--- src/rtl/id_ex_operand_stage.sv ---
`default_nettype none
// ============================================================================
//  Module   : id_ex_operand_stage
//  Purpose  : ID->EX operand resolution (WB bypass, MEM forward, EX-ahead
//             flags), load-use bubbling and the ID/EX pipeline register.
//             Optional stall counter: define ID_EX_STALL_COUNTER_EN.
//  Revision : 1.0  initial release
// ============================================================================
module id_ex_operand_stage #(
    parameter int XLEN   = 32,
    parameter int CTRL_W = 8
) (
    input  logic              clk,
    input  logic              rst_n,
    input  logic              id_valid,
    output logic              id_ready,
    input  logic [4:0]        id_rs1,
    input  logic [4:0]        id_rs2,
    input  logic              id_use_rs1,
    input  logic              id_use_rs2,
    input  logic [4:0]        id_rd,
    input  logic              id_reg_write,
    input  logic              id_mem_read,
    input  logic [CTRL_W-1:0] id_ctrl,
    input  logic [XLEN-1:0]   id_imm,
    input  logic [XLEN-1:0]   id_pc,
    output logic [4:0]        rf_rs1,
    output logic [4:0]        rf_rs2,
    input  logic [XLEN-1:0]   rf_rdata1,
    input  logic [XLEN-1:0]   rf_rdata2,
    input  logic              wb_wen,
    input  logic [4:0]        wb_rd,
    input  logic [XLEN-1:0]   wb_data,
    input  logic              mem_wen,
    input  logic [4:0]        mem_rd,
    input  logic              mem_data_valid,
    input  logic [XLEN-1:0]   mem_data,
    input  logic              flush,
    input  logic              ex_ready,
    output logic              ex_valid,
    output logic [XLEN-1:0]   ex_op_a,
    output logic [XLEN-1:0]   ex_op_b,
    output logic              ex_fwd_a,
    output logic              ex_fwd_b,
    output logic [4:0]        ex_rd,
    output logic              ex_reg_write,
    output logic              ex_mem_read,
    output logic [CTRL_W-1:0] ex_ctrl,
    output logic [XLEN-1:0]   ex_imm,
    output logic [XLEN-1:0]   ex_pc,
    output logic [31:0]       stall_cnt
);

    localparam logic [4:0] c_X0 = 5'd0;

    logic              r_ex_valid;
    logic [XLEN-1:0]   r_ex_op_a;
    logic [XLEN-1:0]   r_ex_op_b;
    logic              r_ex_fwd_a;
    logic              r_ex_fwd_b;
    logic [4:0]        r_ex_rd;
    logic              r_ex_reg_write;
    logic              r_ex_mem_read;
    logic [CTRL_W-1:0] r_ex_ctrl;
    logic [XLEN-1:0]   r_ex_imm;
    logic [XLEN-1:0]   r_ex_pc;

    logic              w_haz_a;
    logic              w_haz_b;
    logic              w_fwd_a;
    logic              w_fwd_b;
    logic [XLEN-1:0]   w_op_a;
    logic [XLEN-1:0]   w_op_b;
    logic              w_hazard;
    logic              w_advance;
    logic              w_accept;

    // Returns {hazard, fwd, operand}; youngest producer wins, x0 never matches.
    function automatic logic [XLEN+1:0] resolve(
        input logic            use_s,
        input logic [4:0]      s,
        input logic [XLEN-1:0] rdata
    );
        logic            haz;
        logic            fwd;
        logic [XLEN-1:0] op;
        haz = 1'b0;
        fwd = 1'b0;
        op  = '0;
        if (use_s && (s != c_X0)) begin
            if (r_ex_valid && r_ex_reg_write && (r_ex_rd == s)) begin
                if (r_ex_mem_read) haz = 1'b1;
                else               fwd = 1'b1;
            end else if (mem_wen && (mem_rd == s)) begin
                if (mem_data_valid) op  = mem_data;
                else                haz = 1'b1;
            end else if (wb_wen && (wb_rd == s)) begin
                op = wb_data;
            end else begin
                op = rdata;
            end
        end
        return {haz, fwd, op};
    endfunction

    always_comb begin
        {w_haz_a, w_fwd_a, w_op_a} = resolve(id_use_rs1, id_rs1, rf_rdata1);
        {w_haz_b, w_fwd_b, w_op_b} = resolve(id_use_rs2, id_rs2, rf_rdata2);
    end

    assign w_hazard  = id_valid & (w_haz_a | w_haz_b);
    assign w_advance = ~r_ex_valid | ex_ready;
    assign w_accept  = id_valid & ~w_hazard;

    assign id_ready  = flush | (w_advance & ~w_hazard);
    assign rf_rs1    = id_rs1;
    assign rf_rs2    = id_rs2;

    always_ff @(posedge clk or negedge rst_n) begin
        if (!rst_n) begin
            r_ex_valid     <= 1'b0;
            r_ex_op_a      <= '0;
            r_ex_op_b      <= '0;
            r_ex_fwd_a     <= 1'b0;
            r_ex_fwd_b     <= 1'b0;
            r_ex_rd        <= '0;
            r_ex_reg_write <= 1'b0;
            r_ex_mem_read  <= 1'b0;
            r_ex_ctrl      <= '0;
            r_ex_imm       <= '0;
            r_ex_pc        <= '0;
        end else if (flush) begin
            r_ex_valid <= 1'b0;
        end else if (w_advance) begin
            r_ex_valid <= w_accept;
            // Bubbles leave the payload untouched; only ex_valid matters then.
            if (w_accept) begin
                r_ex_op_a      <= w_op_a;
                r_ex_op_b      <= w_op_b;
                r_ex_fwd_a     <= w_fwd_a;
                r_ex_fwd_b     <= w_fwd_b;
                r_ex_rd        <= id_rd;
                r_ex_reg_write <= id_reg_write;
                r_ex_mem_read  <= id_mem_read;
                r_ex_ctrl      <= id_ctrl;
                r_ex_imm       <= id_imm;
                r_ex_pc        <= id_pc;
            end
        end
    end

`ifdef ID_EX_STALL_COUNTER_EN
    logic [31:0] r_stall_cnt;

    always_ff @(posedge clk or negedge rst_n) begin
        if (!rst_n) begin
            r_stall_cnt <= '0;
        end else if (w_hazard && !flush) begin
            r_stall_cnt <= r_stall_cnt + 32'd1;
        end
    end

    assign stall_cnt = r_stall_cnt;
`else
    assign stall_cnt = '0;
`endif

    assign ex_valid     = r_ex_valid;
    assign ex_op_a      = r_ex_op_a;
    assign ex_op_b      = r_ex_op_b;
    assign ex_fwd_a     = r_ex_fwd_a;
    assign ex_fwd_b     = r_ex_fwd_b;
    assign ex_rd        = r_ex_rd;
    assign ex_reg_write = r_ex_reg_write;
    assign ex_mem_read  = r_ex_mem_read;
    assign ex_ctrl      = r_ex_ctrl;
    assign ex_imm       = r_ex_imm;
    assign ex_pc        = r_ex_pc;

endmodule
`default_nettype wire

--- config.mk ---
export PLATFORM = sky130hd
export DESIGN_NAME = id_ex_operand_stage
export DESIGN_NICKNAME = d
export VERILOG_FILES = /design/src/rtl/id_ex_operand_stage.sv
export SDC_FILE = /design/constraint.sdc
export NUM_CORES = 1
export LEC_CHECK = 0
export CAP_MARGIN = 20
export CELL_PAD_IN_SITES_DETAIL_PLACEMENT = 1
export CELL_PAD_IN_SITES_GLOBAL_PLACEMENT = 2
export CORE_AREA = 2 2 194 196
export CTS_BUF_LIST = sky130_fd_sc_hd__clkbuf_2
export DETAILED_ROUTE_END_ITERATION = 16
export DIE_AREA = 0 0 196 198
export GPL_ROUTABILITY_DRIVEN = 0
export MAX_ROUTING_LAYER = met4
export PLACE_DENSITY = 0.89
export SLEW_MARGIN = 10
export SYNTH_ARGS = -nofsm -noshare
export SYNTH_HDL_FRONTEND = slang
export SYNTH_SLANG_ARGS = --single-unit
--- constraint.sdc ---
create_clock -name clk -period 2.1 [get_ports clk]
set_clock_uncertainty 0.1 [all_clocks]
set_input_delay 0.42 -clock clk [delete_from_list [all_inputs] [get_ports clk]]
set_output_delay 0.42 -clock clk [all_outputs]
set_load 0.005 [all_outputs]
## Word-level counts from Yosys, hierarchy flattened

Index checks and enable logic that the tools add are counted.

- Bitwise logic cells: 9
- Reductions and logical operators: 13
- Equality and inequality tests: 6
- Muxes and demuxes: 24

Operators with widths:

| cell | count |
|---|---|
| $mux W32 | 9 |
| $eq A5 B5 Y1 | 6 |
| $mux W1 | 15 |
| $reduce_bool A5 Y1 | 2 |
| $logic_and A1 B1 Y1 | 9 |
| $and A1 B1 Y1 | 3 |
| $not A1 Y1 | 3 |
| $or A1 B1 Y1 | 3 |
| $reduce_and A3 Y1 | 1 |
| $reduce_bool A2 Y1 | 1 |

- Input bits: 237
- Logic and storage cells: 63
- Bits in registers: 146

## Longest topological paths before layout

Gate-level depths: netlist of run 1.

- Depth in word-level cells: 11
- Depth in mapped cells: 9
- Gate-level depth less buffers: 6

## Least setup slack after synthesis of run 1

No wires, ideal clock.

- Path kind: in2reg
- Start point: in id_rs1[2]
- End point: reg r_ex_ctrl[0], in the netlist ex_ctrl[0]
- Setup slack: -0.509 ns
- Data arrival time: 2.384 ns
- Cell stages on the path: 9
- Data required time: 1.875 ns
- Cells stage by stage: or4_1 -> o21a_1 -> and4_1 -> a211oi_2 -> nand4_1 -> buf_2 -> buf_6 -> buf_6 -> mux2_4

- Word-level cells in the longest chain between the ends: 10

Ends and longest elaborated chain:

| element | RTL line | text |
|---|---|---|
| start: declaration | 17 | `input logic [4:0] id_rs1,` |
| $eq A5 B5 Y1 | 94 | `end else if (mem_wen && (mem_rd == s)) begin` |
| $logic_and A1 B1 Y1 | 94 |  |
| $mux W1 | 94 |  |
| $mux W1 | 91 | `if (r_ex_valid && r_ex_reg_write && (r_ex_rd == s)) begin` |
| $mux W1 * | 90 | `if (use_s && (s != c_X0)) begin` |
| $or A1 B1 Y1 * | 111 | `assign w_hazard = id_valid & (w_haz_a \| w_haz_b);` |
| $and A1 B1 Y1 * | 111 |  |
| $not A1 Y1 * | 113 | `assign w_accept = id_valid & ~w_hazard;` |
| $and A1 B1 Y1 * | 113 |  |
| $reduce_and A3 Y1 (no line) * | n/a |  |
| end signal: assignment | 145 | `r_ex_ctrl <= id_ctrl;` |
| end: declaration | 64 | `logic [CTRL_W-1:0] r_ex_ctrl;` |

Mark *: on every way between the ends. The rest lies on a longest branch, timed or not.
A chain may end at the register's enable or synchronous reset.

## Final worst setup path of run 1

- Start point: reg r_ex_rd[4], in the netlist ex_rd[4]
- End point: out id_ready

- Word-level cells in the longest chain between the ends: 9

Ends and longest elaborated chain:

| element | RTL line | text |
|---|---|---|
| start: declaration | 61 | `logic [4:0] r_ex_rd;` |
| start signal: assignment | 142 | `r_ex_rd <= id_rd;` |
| $eq A5 B5 Y1 | 91 |  |
| $logic_and A1 B1 Y1 | 91 |  |
| $mux W1 | 91 |  |
| $mux W1 | 90 |  |
| $or A1 B1 Y1 * | 111 |  |
| $and A1 B1 Y1 * | 111 |  |
| $not A1 Y1 * | 115 | `assign id_ready = flush \| (w_advance & ~w_hazard);` |
| $and A1 B1 Y1 * | 115 |  |
| $or A1 B1 Y1 * | 115 |  |
| end: declaration | 16 | `output logic id_ready,` |

Marked as above.

==> key figures, run 1 <==
Worst setup path
  • CP Capture Type: primary output
  • Critical Path Start Type: flip-flop
  • Worst Path Class, Setup: reg2out
  • Worst reg2reg path depth: 14
  • Crit-path max FO: 3
  • CP arrival: 2.61 ns
  • Required @ worst endpoint: 1.58 ns

Logic synthesis
  • Synth top area share: 45.6%
  • Mapped cell area: 8000 um^2
  • Synth area leaders: dfrtp_1 (46%), mux2_2 (13%), mux2_4 (9.4%)
  • Ys flop type: dfrtp_1
  • EDFF count, synth: 0
  • Synth Register Bits: 146
  • Area leader, netlist: dfrtp_1
  • Post-synthesis sequential area ratio: 45.6%
  • Synthesis Warnings: 0
  • Asr flop ratio synth: 100%
  • Unique cell type count in the Yosys netlist: 30
  • Top cell types by occurrence after synthesis: dfrtp_1 (146), mux2_2 (95), a21oi_1 (66), a211oi_1 (64), mux2i_1 (64)
  • Cell count after synthesis: 648
  • Mean area per synthesized cell: 12.4 um^2
  • Most frequent cell after synthesis: dfrtp_1

Route
  • Drt first pass iters: 4
  • WL per Instance: 20.4 um
  • Overall via count from detail_route: 7604
  • Final WL: 35.0 mm
  • Final antenna-violating net count: 0
  • Starting DRT DRC Count: 183
  • Via density: 4.43
  • Drt drc: 0

Place
  • Placed Cells: 1534
  • Port bufs: 393
  • Placed cell area: approximately 13000 um^2
  • HPWL after detailed placement: between 20 and 25 mm

CTS
  • Root Buffer Master: clkbuf_2
  • Clock transition at path regs: around 0.25 ns
  • Worst-skew pair later-pin latency: 0.80 ns
  • CTS tree: yes
  • # H-tree levels: 4
  • Number of CTS-inserted buffers: 17
  • Clock buffer depth: 2
  • Clock sinks: 146

STA
  • Setup WS post-layout: -1.03 ns
  • Final setup vio count: approximately 150
  • RSZ-0062 raised after global routing: true
  • Fin crit share: 149%
  • Max Slew Vio Count: 0
  • Relative slew slack: 50.4%
  • Post-route minimum period: 3.13 ns
  • Hold Vio Cnt, Final: 0
  • Maximum clock frequency: approximately 320 MHz
  • Worst Tran Pin Value: 0.744 ns

Pwr
  • Pint: ~0.006 W
  • Power consumption: 0.00854 W
  • Net switching power: 0.00253 W
  • Sw Ratio: 29.6%
  • Reg power frac: 41.6%
  • Clock share of power: around 22%
  • Pwr/cell area: roughly 590 nW/um^2
  • Leakage dissipation: 6.53 nW
  • Part of the power in combinational logic: 36.2%
  • VDD IR-drop max: 0.308 mV

Hold path
  • Worst min path class: in2async

Global routing
  • GR Overflow Total: 0
  • GRT Total Usage: 18.2%
  • First-pass GRT wire length: 51.4 mm
  • Antenna violations before repair: 2
  • Pin count of the biggest net entering global routing: 65
  • Number of global-route vias before repair: 8440

Die
  • IO Pins: 426
  • Die width: ~200 um
  • Die H: 198 um
  • Starting Density: between 20% and 30%
  • # rows: 71
  • Die area: 38800 um^2
  • Total core area: 37000 um^2

Cells and area
  • Nets: 1465
  • Share of cells above drive strength 1: 39.0%
  • Area growth syn-to-layout: 80.7%
  • Cell Count, Final, Fillers Out: 1715
  • Design Area, Final: ~14000 um^2

Status
  • Violated checks: negative setup slack
  • Status: finished, violations left

Run
  • Max-Cap Viols: 0
[stage by stage]
stage	worst slack [ns]	hold WS [ns]	TNS (ns)	util, %
floorplan	-0.495	0.0244	-59.34	-
global placement	-1.23	0.285	-166.59	35.0
detailed placement	-1.27	0.291	-172.01	35.0
CTS	-1.17	0.000276	-85.10	38.9
global route	-1.26	-0.0309	-112.81	39.1
finish	-1.03	0.131	-97.85	39.1
[layout by cell type, fill, tap and decap left out, types with 2 or more instances in the layout]
master	instances
clkdlybuf4s50_1	236
dfrtp_1	144
buf_4	102
mux2_2	91
buf_2	89
a21oi_1	65
mux2i_1	64
a211oi_1	64
dlygate4sd3_1	56
mux2_4	54
clkbuf_2	39
conb_1	32
buf_6	32
buf_12	27
clkdlybuf4s15_1	26
xor2_1	21
buf_16	12
buf_8	10
xnor2_1	8
dlygate4sd2_1	6
nor2_1	5
nor4_1	5
diode_2	4
nand3_1	4
bufinv_16	4
clkdlybuf4s15_2	4
nand2b_1	2
nand2_1	2
o21a_1	2
and4_1	2
or4_2	2
and3_2	2
clkinv_4	2
dfrtp_2	2
dlymetal6s2s_1	2
[critical path: stages, from the launching register on]
cell and delay [ns]:
dfrtp_1 0.49, buf_4 0.16, xor2_1 0.14, nor4_1 0.18, buf_4 0.18, and4_1 0.20
a211oi_2 0.06, a311o_1 0.28, buf_2 0.13
[final timing paths]
path                             start          end  slack (ns)
max in group asynchronous        rst_n  ex_op_b[27]        1.52
min in group clk             id_pc[22]    ex_pc[22]        0.13
hold / removal                   rst_n    ex_pc[23]        0.13
hold reg to reg            ex_op_a[22]  ex_op_a[22]        0.43
setup / recovery              ex_rd[4]     id_ready       -1.03
setup reg to reg              ex_rd[4]    ex_pc[15]       -0.80
[kinds of logic (layout without fill, tap and decap cells)]
family,after synthesis,after routing,synth area share [%]
other,1,36,0.0469
XOR/XNOR,30,30,3.28
flip-flops,146,146,45.6
AO/OA/AOI/OAI,136,136,10.8
multiplexers,209,209,30.7
AND/OR/NAND/NOR,32,32,2.30
buffers and inverters,94,652,7.19
[flip-flops by register name (all words and copies together), names as in the netlist]
signal and count:
ex_fwd_a 1, ex_op_a 32, ex_pc 32, ex_op_b 32, ex_valid 1, ex_rd 5, ex_fwd_b 1, ex_imm 32
ex_ctrl 8, ex_reg_write 1, ex_mem_read 1
[power by group through the flow]
stage	sequential (W)	clock, W	combinational (W)
floorplan	0.00360	0	0.000931
global placement	0.00358	0	0.00279
detailed placement	0.00362	0	0.00286
CTS	0.00354	0.00199	0.00305
global route	0.00362	0.00210	0.00330
finish	0.00355	0.00189	0.00309
[routing by layer]
layer	up-vias	wire, um	part of all wire [%]	global-route usage, %
met1	3862	14000	40	20.2
met4	0	652	1.9	5.16
met5	-	0	0	-
met3	34	1700	4.8	3.78
li1	3464	-	-	-
met2	244	18700	53	32.8
[area by class of cell]
cell class / instances / area, um^2
Timing Repair Buffer: 623 / 6000
Fill cell: 4064 / 22500
Inverter: 1 / 3.75
Clock inverter: 10 / 163
Tap cell: 474 / 593
Multi-Input combinational cell: 439 / 3940
Clock buffer: 18 / 90.1
Sequential cell: 146 / 3660
Antenna cell: 4 / 10.0
[repair_timing]
action / 4_1_cts / 5_1_grt
hold endpoints to repair: 200 / 1
cloned: 13 / 0
buffers inserted: 64 / 27
pin swaps: 4 / 2
setup endpoints to repair: 298 / 188
hold buffers: 56 / 1
gates resized for setup: 558 / 44
(Power assumes the default switching activity.)
==> inputs of run 2 (changes only) <==
CAP_MARGIN = not set   (was 20)
CTS_CLUSTER_DIAMETER = 200   (was not set)
PLACE_DENSITY = not set   (was 0.89)
PLACE_DENSITY_LB_ADDON = 0.1   (was not set)
==> run 2 against run 1 <==
The flow still finishes with violations (negative setup slack). Flip-flop and latch count stayed put. Fmax is 2.7% higher. Wire length is 1.8% lower. Non-clock buffer count is 19 lower. Combinational power is 5% lower. Setup slack better by 0.083 ns. First-iteration DRC count is 32% lower. Cell count is 0.82% lower. Critical path depth stayed put. Register-to-register slack better by 0.02 ns. Power is 4.2% lower. Cell area is 1.4% lower. Critical endpoint unchanged.
==> key figures, run 2 (synthesis gave the netlist of run 1 again) <==
Status
  • Status: finished, violations left (unchanged)
  • Violated checks: negative setup slack (unchanged)

Pwr
  • Leakage dissipation: 6.47 nW (was 6.53 nW)
  • Clock share of power: 21.2% (was 22.1%)
  • Power consumption: 0.00818 W (was 0.00854 W)
  • VDD IR-drop max: 0.252 mV (was 0.308 mV)
  • Net switching power: 0.00249 W (was 0.00253 W)
  • Pint: 0.00569 W (was 0.00601 W)
  • Sw Ratio: 30.4% (was 29.6%)
  • Reg power frac: 42.9% (was 41.6%)
  • Pwr/cell area: 574 nW/um^2 (was 590 nW/um^2)
  • Part of the power in combinational logic: 35.8% (was 36.2%)

Worst setup path
  • Cell Chain, Critical Path: buf_6 > xor2_1 > nor4_2 > buf_4 > a21bo_1 > nand2b_4 > a311o_1 > buf_2 (was buf_4 > xor2_1 > nor4_1 > buf_4 > and4_1 > a211oi_2 > a311o_1 > buf_2)
  • CP arrival: 2.52 ns (was 2.61 ns)
  • Crit-path max FO: 2 (was 3)
  • Critical Path Start Type: flip-flop (unchanged)
  • R2R Setup Slk: -0.78 ns (was -0.80 ns)
  • Max incr delay on CP: 0.46 ns (was 0.49 ns)
  • Required @ worst endpoint: 1.58 ns (about the same)
  • CP Capture Type: primary output (unchanged)
  • Slowest cell on the critical path: dfrtp_1 (unchanged)
  • Worst Path Class, Setup: reg2out (unchanged)

STA
  • Maximum clock frequency: 329 MHz (was 320 MHz)
  • Post-route minimum period: 3.04 ns (was 3.13 ns)
  • Max Slew Vio Count: 0 (unchanged)
  • Relative slew slack: 47.9% (was 50.4%)
  • Worst Tran Pin Value: 0.782 ns (was 0.744 ns)
  • Final setup vio count: 146 (was 147)
  • RSZ-0062 raised after global routing: true (unchanged)
  • Worst hold margin: 0.125 ns (was 0.131 ns)
  • Hold Vio Cnt, Final: 0 (unchanged)
  • Setup WS post-layout: -0.944 ns (was -1.03 ns)
  • Fin crit share: 145% (was 149%)

Global routing
  • Pin count of the biggest net entering global routing: 65 (unchanged)
  • GR Overflow Total: 0 (unchanged)
  • Antenna violations before repair: 5 (was 2)
  • Number of global-route vias before repair: 7805 (was 8440)
  • First-pass GRT wire length: 50.1 mm (was 51.4 mm)
  • GRT Total Usage: 18.1% (was 18.2%)

Route
  • Final antenna-violating net count: 0 (unchanged)
  • Starting DRT DRC Count: 125 (was 183)
  • Drt drc: 0 (unchanged)
  • Overall via count from detail_route: 7272 (was 7604)
  • Via density: 4.28 (was 4.43)
  • WL per Instance: 20.2 um (was 20.4 um)
  • Drt first pass iters: 4 (unchanged)
  • Final WL: 34.4 mm (was 35.0 mm)

CTS
  • # H-tree levels: 4 (unchanged)
  • Number of CTS-inserted buffers: 17 (unchanged)
  • CTS tree: yes (unchanged)
  • Worst-skew pair later-pin latency: 0.82 ns (was 0.80 ns)
  • Clock transition at path regs: 0.25 ns (about the same)
  • Root Buffer Master: clkbuf_2 (unchanged)
  • Clock buffer depth: 2 (unchanged)
  • Clock sinks: 146 (unchanged)

Die
  • # rows: 71 (unchanged)
  • Total core area: 37000 um^2 (unchanged)
  • Starting Density: 21.7% (unchanged)
  • Die width: 196 um (unchanged)
  • Die area: 38800 um^2 (unchanged)
  • IO Pins: 426 (unchanged)
  • Die H: 198 um (unchanged)

Place
  • Port bufs: 393 (unchanged)
  • HPWL after detailed placement: 23.8 mm (was 24.1 mm)

Cells and area
  • Commonest non-fill, non-tap cell in the layout: clkdlybuf4s50_1 (unchanged)
  • Multi-input logic area: 3950 um^2 (was 3940 um^2)
  • Share of cells above drive strength 1: 38.1% (was 39.0%)
  • Register area: 3650 um^2 (was 3660 um^2)
  • Filler cells: 4087 (was 4064)
  • Commonest cells after routing, fill and taps aside: clkdlybuf4s50_1 (236), dfrtp_1 (146), buf_2 (103) (was clkdlybuf4s50_1 (236), dfrtp_1 (144), buf_4 (102))
  • Area growth syn-to-layout: 78.2% (was 80.7%)
  • Nets: 1446 (was 1465)

Run
  • Max-Cap Viols: 0 (unchanged)

Hold path
  • Worst min path class: in2reg (was in2async)
[run 2: final timing paths]
kind                              from          end  cells after the start
min reg2reg                ex_op_a[16]  ex_op_a[16]                      1
max                           ex_rd[0]     id_ready                      8
min in group asynchronous        rst_n     ex_rd[1]                      4
max reg2reg                   ex_rd[4]   ex_imm[15]                     14
max in group asynchronous        rst_n    ex_imm[5]                      4
min                          id_imm[2]    ex_imm[2]                      2
[run 2: stage by stage]
| stage | TNS [ns] | setup WS (ns) | util, % | cells | instance area, um^2 |
|---|---|---|---|---|---|
| 2_1_floorplan | -59.34 | -0.495 | - | 679 | 8140 |
| 3_3_place_gp | -155.50 | -1.15 | 34.6 | 1520 | 12800 |
| 3_5_place_dp | -157.68 | -1.16 | 34.6 | 1520 | 12800 |
| 4_1_cts | -105.92 | -1.18 | 38.4 | 1679 | 14200 |
| 5_1_grt | -121.98 | -1.17 | 38.6 | 1701 | 14300 |
| 6_report | -96.26 | -0.944 | 38.6 | 1701 | 14300 |
[run 2: what timing repair did]
| action | 4_1_cts | 5_1_grt |
|---|---|---|
| hold buffers | 68 | 1 |
| resized for setup | 559 | 56 |
| gates cloned | 14 | 2 |
| endpoints found under the setup margin | 299 | 189 |
| hold endpoints to repair | 211 | 1 |
| pin swaps | 5 | 4 |
| buffers inserted | 48 | 18 |
[run 2: layout make-up]
| class | instances | area share [%] |
|---|---|---|
| inverters | 1 | 0.0263 |
| flip-flops and latches | 146 | 25.6 |
| well taps | 474 | 4.16 |
| repair buffers | 604 | 40.9 |
| multi-input cells | 439 | 27.7 |
| clock inverters | 13 | 0.939 |
| clock buffers | 19 | 0.667 |
| diodes | 5 | 0.0877 |
[run 2: power groups by stage]
stage	registers (W)	clock network, W	logic, W
5_1_grt	0.00358	0.00198	0.00316
3_3_place_gp	0.00357	0	0.00284
6_report	0.00351	0.00174	0.00293
4_1_cts	0.00352	0.00186	0.00297
2_1_floorplan	0.00360	0	0.000931
3_5_place_dp	0.00358	0	0.00285
[run 2: routing by layer]
metal  up-vias  track usage (%)  routed length, um
met2       223             30.8              17600
met4         0             5.16                582
li1       3451                -                  -
met3        26             4.55               1890
met1      3572             21.1              14300
met5         -                -                  0
[run 2: worst max-delay path, delay by kind of cell (launching register included)]
family	cells	cell delay (ns)
XOR/XNOR	1	0.19
flip-flops	1	0.46
AND/OR/NAND/NOR	2	0.21
AO/OA/AOI/OAI	2	0.49
buffers and inverters	3	0.40
==> inputs of run 3 (changes only) <==
MAX_ROUTING_LAYER = not set   (was met4)
PLACE_DENSITY = 0.82   (was not set)
PLACE_DENSITY_LB_ADDON = not set   (was 0.1)
==> run 3 against run 2 <==
Register-to-register slack improved by 0.03 ns. Largest cell class unchanged. Critical endpoint unchanged. The run still ends with negative setup slack left. Clock power shrank 9%. Sequential power rose by 1%. Clock-buffer cell count decreased by 1. Combinational power increased by 6%.
==> key figures, run 3 (synthesis gave the netlist of run 1 again) <==
Status
  • Status: finished, violations left (unchanged)
  • Violated checks: negative setup slack (unchanged)

Route
  • Drt drc: 0 (unchanged)
  • Via density: 4.40 (was 4.28)
  • Final WL: 35.2 mm (was 34.4 mm)
  • Overall via count from detail_route: 7506 (was 7272)
  • WL per Instance: 20.7 um (was 20.2 um)
  • Final antenna-violating net count: 0 (unchanged)
  • Starting DRT DRC Count: 202 (was 125)
  • Drt first pass iters: 4 (unchanged)

Global routing
  • Number of global-route vias before repair: 8179 (was 7805)
  • Antenna violations before repair: 3 (was 5)
  • Pin count of the biggest net entering global routing: 66 (was 65)
  • GRT Total Usage: 17.2% (was 18.1%)
  • First-pass GRT wire length: 49.9 mm (was 50.1 mm)
  • GR Overflow Total: 0 (unchanged)

Worst setup path
  • Required @ worst endpoint: 1.58 ns (about the same)
  • Worst r2r src: ex_rd[2] (was ex_rd[4])
  • CP arrival: 2.68 ns (was 2.52 ns)
  • Critical Path Start Type: flip-flop (unchanged)
  • R2r endpoint: ex_op_a[29] (was ex_imm[15])
  • Crit-path max FO: 3 (was 2)
  • Launch point of the critical path: ex_rd[0] (unchanged)
  • R2R Setup Slk: -0.75 ns (was -0.78 ns)
  • CP Capture Type: primary output (unchanged)
  • Worst reg2reg path depth: 11 (was 14)
  • Worst Path Class, Setup: reg2out (unchanged)

STA
  • Max Slew Vio Count: 0 (unchanged)
  • Hold Vio Cnt, Final: 0 (unchanged)
  • Setup TNS Final: -87.75 ns (was -96.26 ns)
  • Post-route minimum period: 3.20 ns (was 3.04 ns)
  • Final setup vio count: 148 (was 146)
  • Fin crit share: 152% (was 145%)
  • RSZ-0062 raised after global routing: true (unchanged)
  • Relative slew slack: 49.1% (was 47.9%)
  • Maximum clock frequency: 312 MHz (was 329 MHz)
  • Worst Tran Pin Value: 0.764 ns (was 0.782 ns)
  • Setup WS post-layout: -1.10 ns (was -0.944 ns)

Die
  • Total core area: 37000 um^2 (unchanged)
  • IO Pins: 426 (unchanged)
  • Die H: 198 um (unchanged)
  • Die width: 196 um (unchanged)
  • Die area: 38800 um^2 (unchanged)
  • Starting Density: 21.7% (unchanged)
  • # rows: 71 (unchanged)

Pwr
  • Pwr/cell area: 561 nW/um^2 (was 574 nW/um^2)
  • Sw Ratio: 31.7% (was 30.4%)
  • Part of the power in combinational logic: 37.7% (was 35.8%)
  • Leakage dissipation: 7.33 nW (was 6.47 nW)
  • VDD IR-drop max: 0.267 mV (was 0.252 mV)
  • Reg power frac: 43.0% (was 42.9%)
  • Clock share of power: 19.2% (was 21.2%)
  • Power consumption: 0.00824 W (was 0.00818 W)
  • Pint: 0.00563 W (was 0.00569 W)
  • Net switching power: 0.00261 W (was 0.00249 W)

Hold path
  • Worst Hold End: ex_valid (was ex_imm[2])
  • WHS Path Cells: 6 (was 2)
  • Hold_sp: mem_data_valid (was id_imm[2])
  • Worst min path class: in2reg (unchanged)

CTS
  • Number of CTS-inserted buffers: 17 (unchanged)
  • Root Buffer Master: clkbuf_2 (unchanged)
  • CTS tree: yes (unchanged)
  • Clock buffer depth: 2 (unchanged)
  • # H-tree levels: 4 (unchanged)
  • Clock sinks: 146 (unchanged)
  • Clock transition at path regs: 0.26 ns (was 0.25 ns)
  • Worst-skew pair later-pin latency: 0.82 ns (about the same)

Place
  • HPWL after detailed placement: 23.0 mm (was 23.8 mm)
  • Placed cell area: 12700 um^2 (was 12800 um^2)
  • Port bufs: 393 (unchanged)

Cells and area
  • Filler cells: 4042 (was 4087)
  • Nets: 1452 (was 1446)
  • Area growth syn-to-layout: 83.4% (was 78.2%)
  • Commonest cells after routing, fill and taps aside: clkdlybuf4s50_1 (235), dfrtp_1 (144), mux2_2 (95) (was clkdlybuf4s50_1 (236), dfrtp_1 (146), buf_2 (103))
  • Post-Route Utilization: 39.7% (was 38.6%)
  • Share of cells above drive strength 1: 32.0% (was 38.1%)
  • Design Area, Final: 14700 um^2 (was 14300 um^2)
  • Commonest non-fill, non-tap cell in the layout: clkdlybuf4s50_1 (unchanged)

Run
  • Max-Cap Viols: 0 (unchanged)
[run 3: changes by cell type in the layout (fill, tap and decap cells not counted), moves of 7 or more]
cell	before	now
buf_2	103	5
dlymetal6s2s_1	4	92
clkbuf_2	43	69
clkdlybuf4s15_1	14	0
dlygate4sd3_1	68	80
buf_16	14	3
buf_6	25	35
buf_12	26	19
[run 3: layer usage]
metal	wire length (um)	global-route usage (%)	vias up
met1	13600	19.5	3736
met5	13	0	-
met2	18800	31.2	261
li1	-	-	3446
met4	1120	7.72	2
met3	1730	3.65	61
[run 3: critical path, stage by stage (launching register included)]
cell      delay (ns)
dfrtp_1         0.49
buf_6           0.15
xor2_2          0.16
nor4_2          0.07
buf_4           0.15
a21bo_4         0.21
nand2b_4        0.15
a311o_1         0.36
buf_2           0.13
[run 3: power groups by stage]
stage                     clock network (W)  logic (W)  registers [W]
after CTS                           0.00173    0.00307        0.00355
after global routing                0.00179    0.00332        0.00360
after detailed placement                  0    0.00280        0.00360
after global placement                    0    0.00276        0.00357
final                               0.00158    0.00311        0.00355
after floorplan                           0   0.000931        0.00360
[run 3: area by class of cell]
class,instances,area (um^2),area share [%]
clock buffer,18,90.1,0.614
sequential,146,3660,24.9
inverter,1,3.75,0.0256
antenna,2,5.00,0.0341
clock inverter,14,104,0.708
timing repair buffer,610,6280,42.8
tap,474,593,4.04
multi-input combinational,439,3940,26.8
[run 3: worst max-delay path by stage]
stage / to / slack, ns / cells past startpoint
floorplan: ex_ctrl[3] / -0.49 / 9
global placement: id_ready / -1.21 / 7
detailed placement: id_ready / -1.23 / 7
CTS: id_ready / -1.34 / 8
global route: id_ready / -1.32 / 7
finish: id_ready / -1.10 / 8
[run 3: repair_timing]
item | CTS | global route
setup buffers | 18 | 48
hold buffers | 81 | 0
pin swaps | 3 | 7
gates cloned | 6 | 5
gates resized for setup | 77 | 235
setup endpoints to repair | 298 | 300
endpoints found under the hold margin | 224 | 0
[run 3: through the flow]
| stage | std cells | setup slack, ns | hold slack (ns) |
|---|---|---|---|
| global route | 1704 | -1.32 | 0.0448 |
| floorplan | 679 | -0.495 | 0.0244 |
| global placement | 1519 | -1.21 | 0.238 |
| CTS | 1655 | -1.34 | 0.00386 |
| detailed placement | 1519 | -1.23 | 0.241 |
| finish | 1704 | -1.10 | 0.127 |
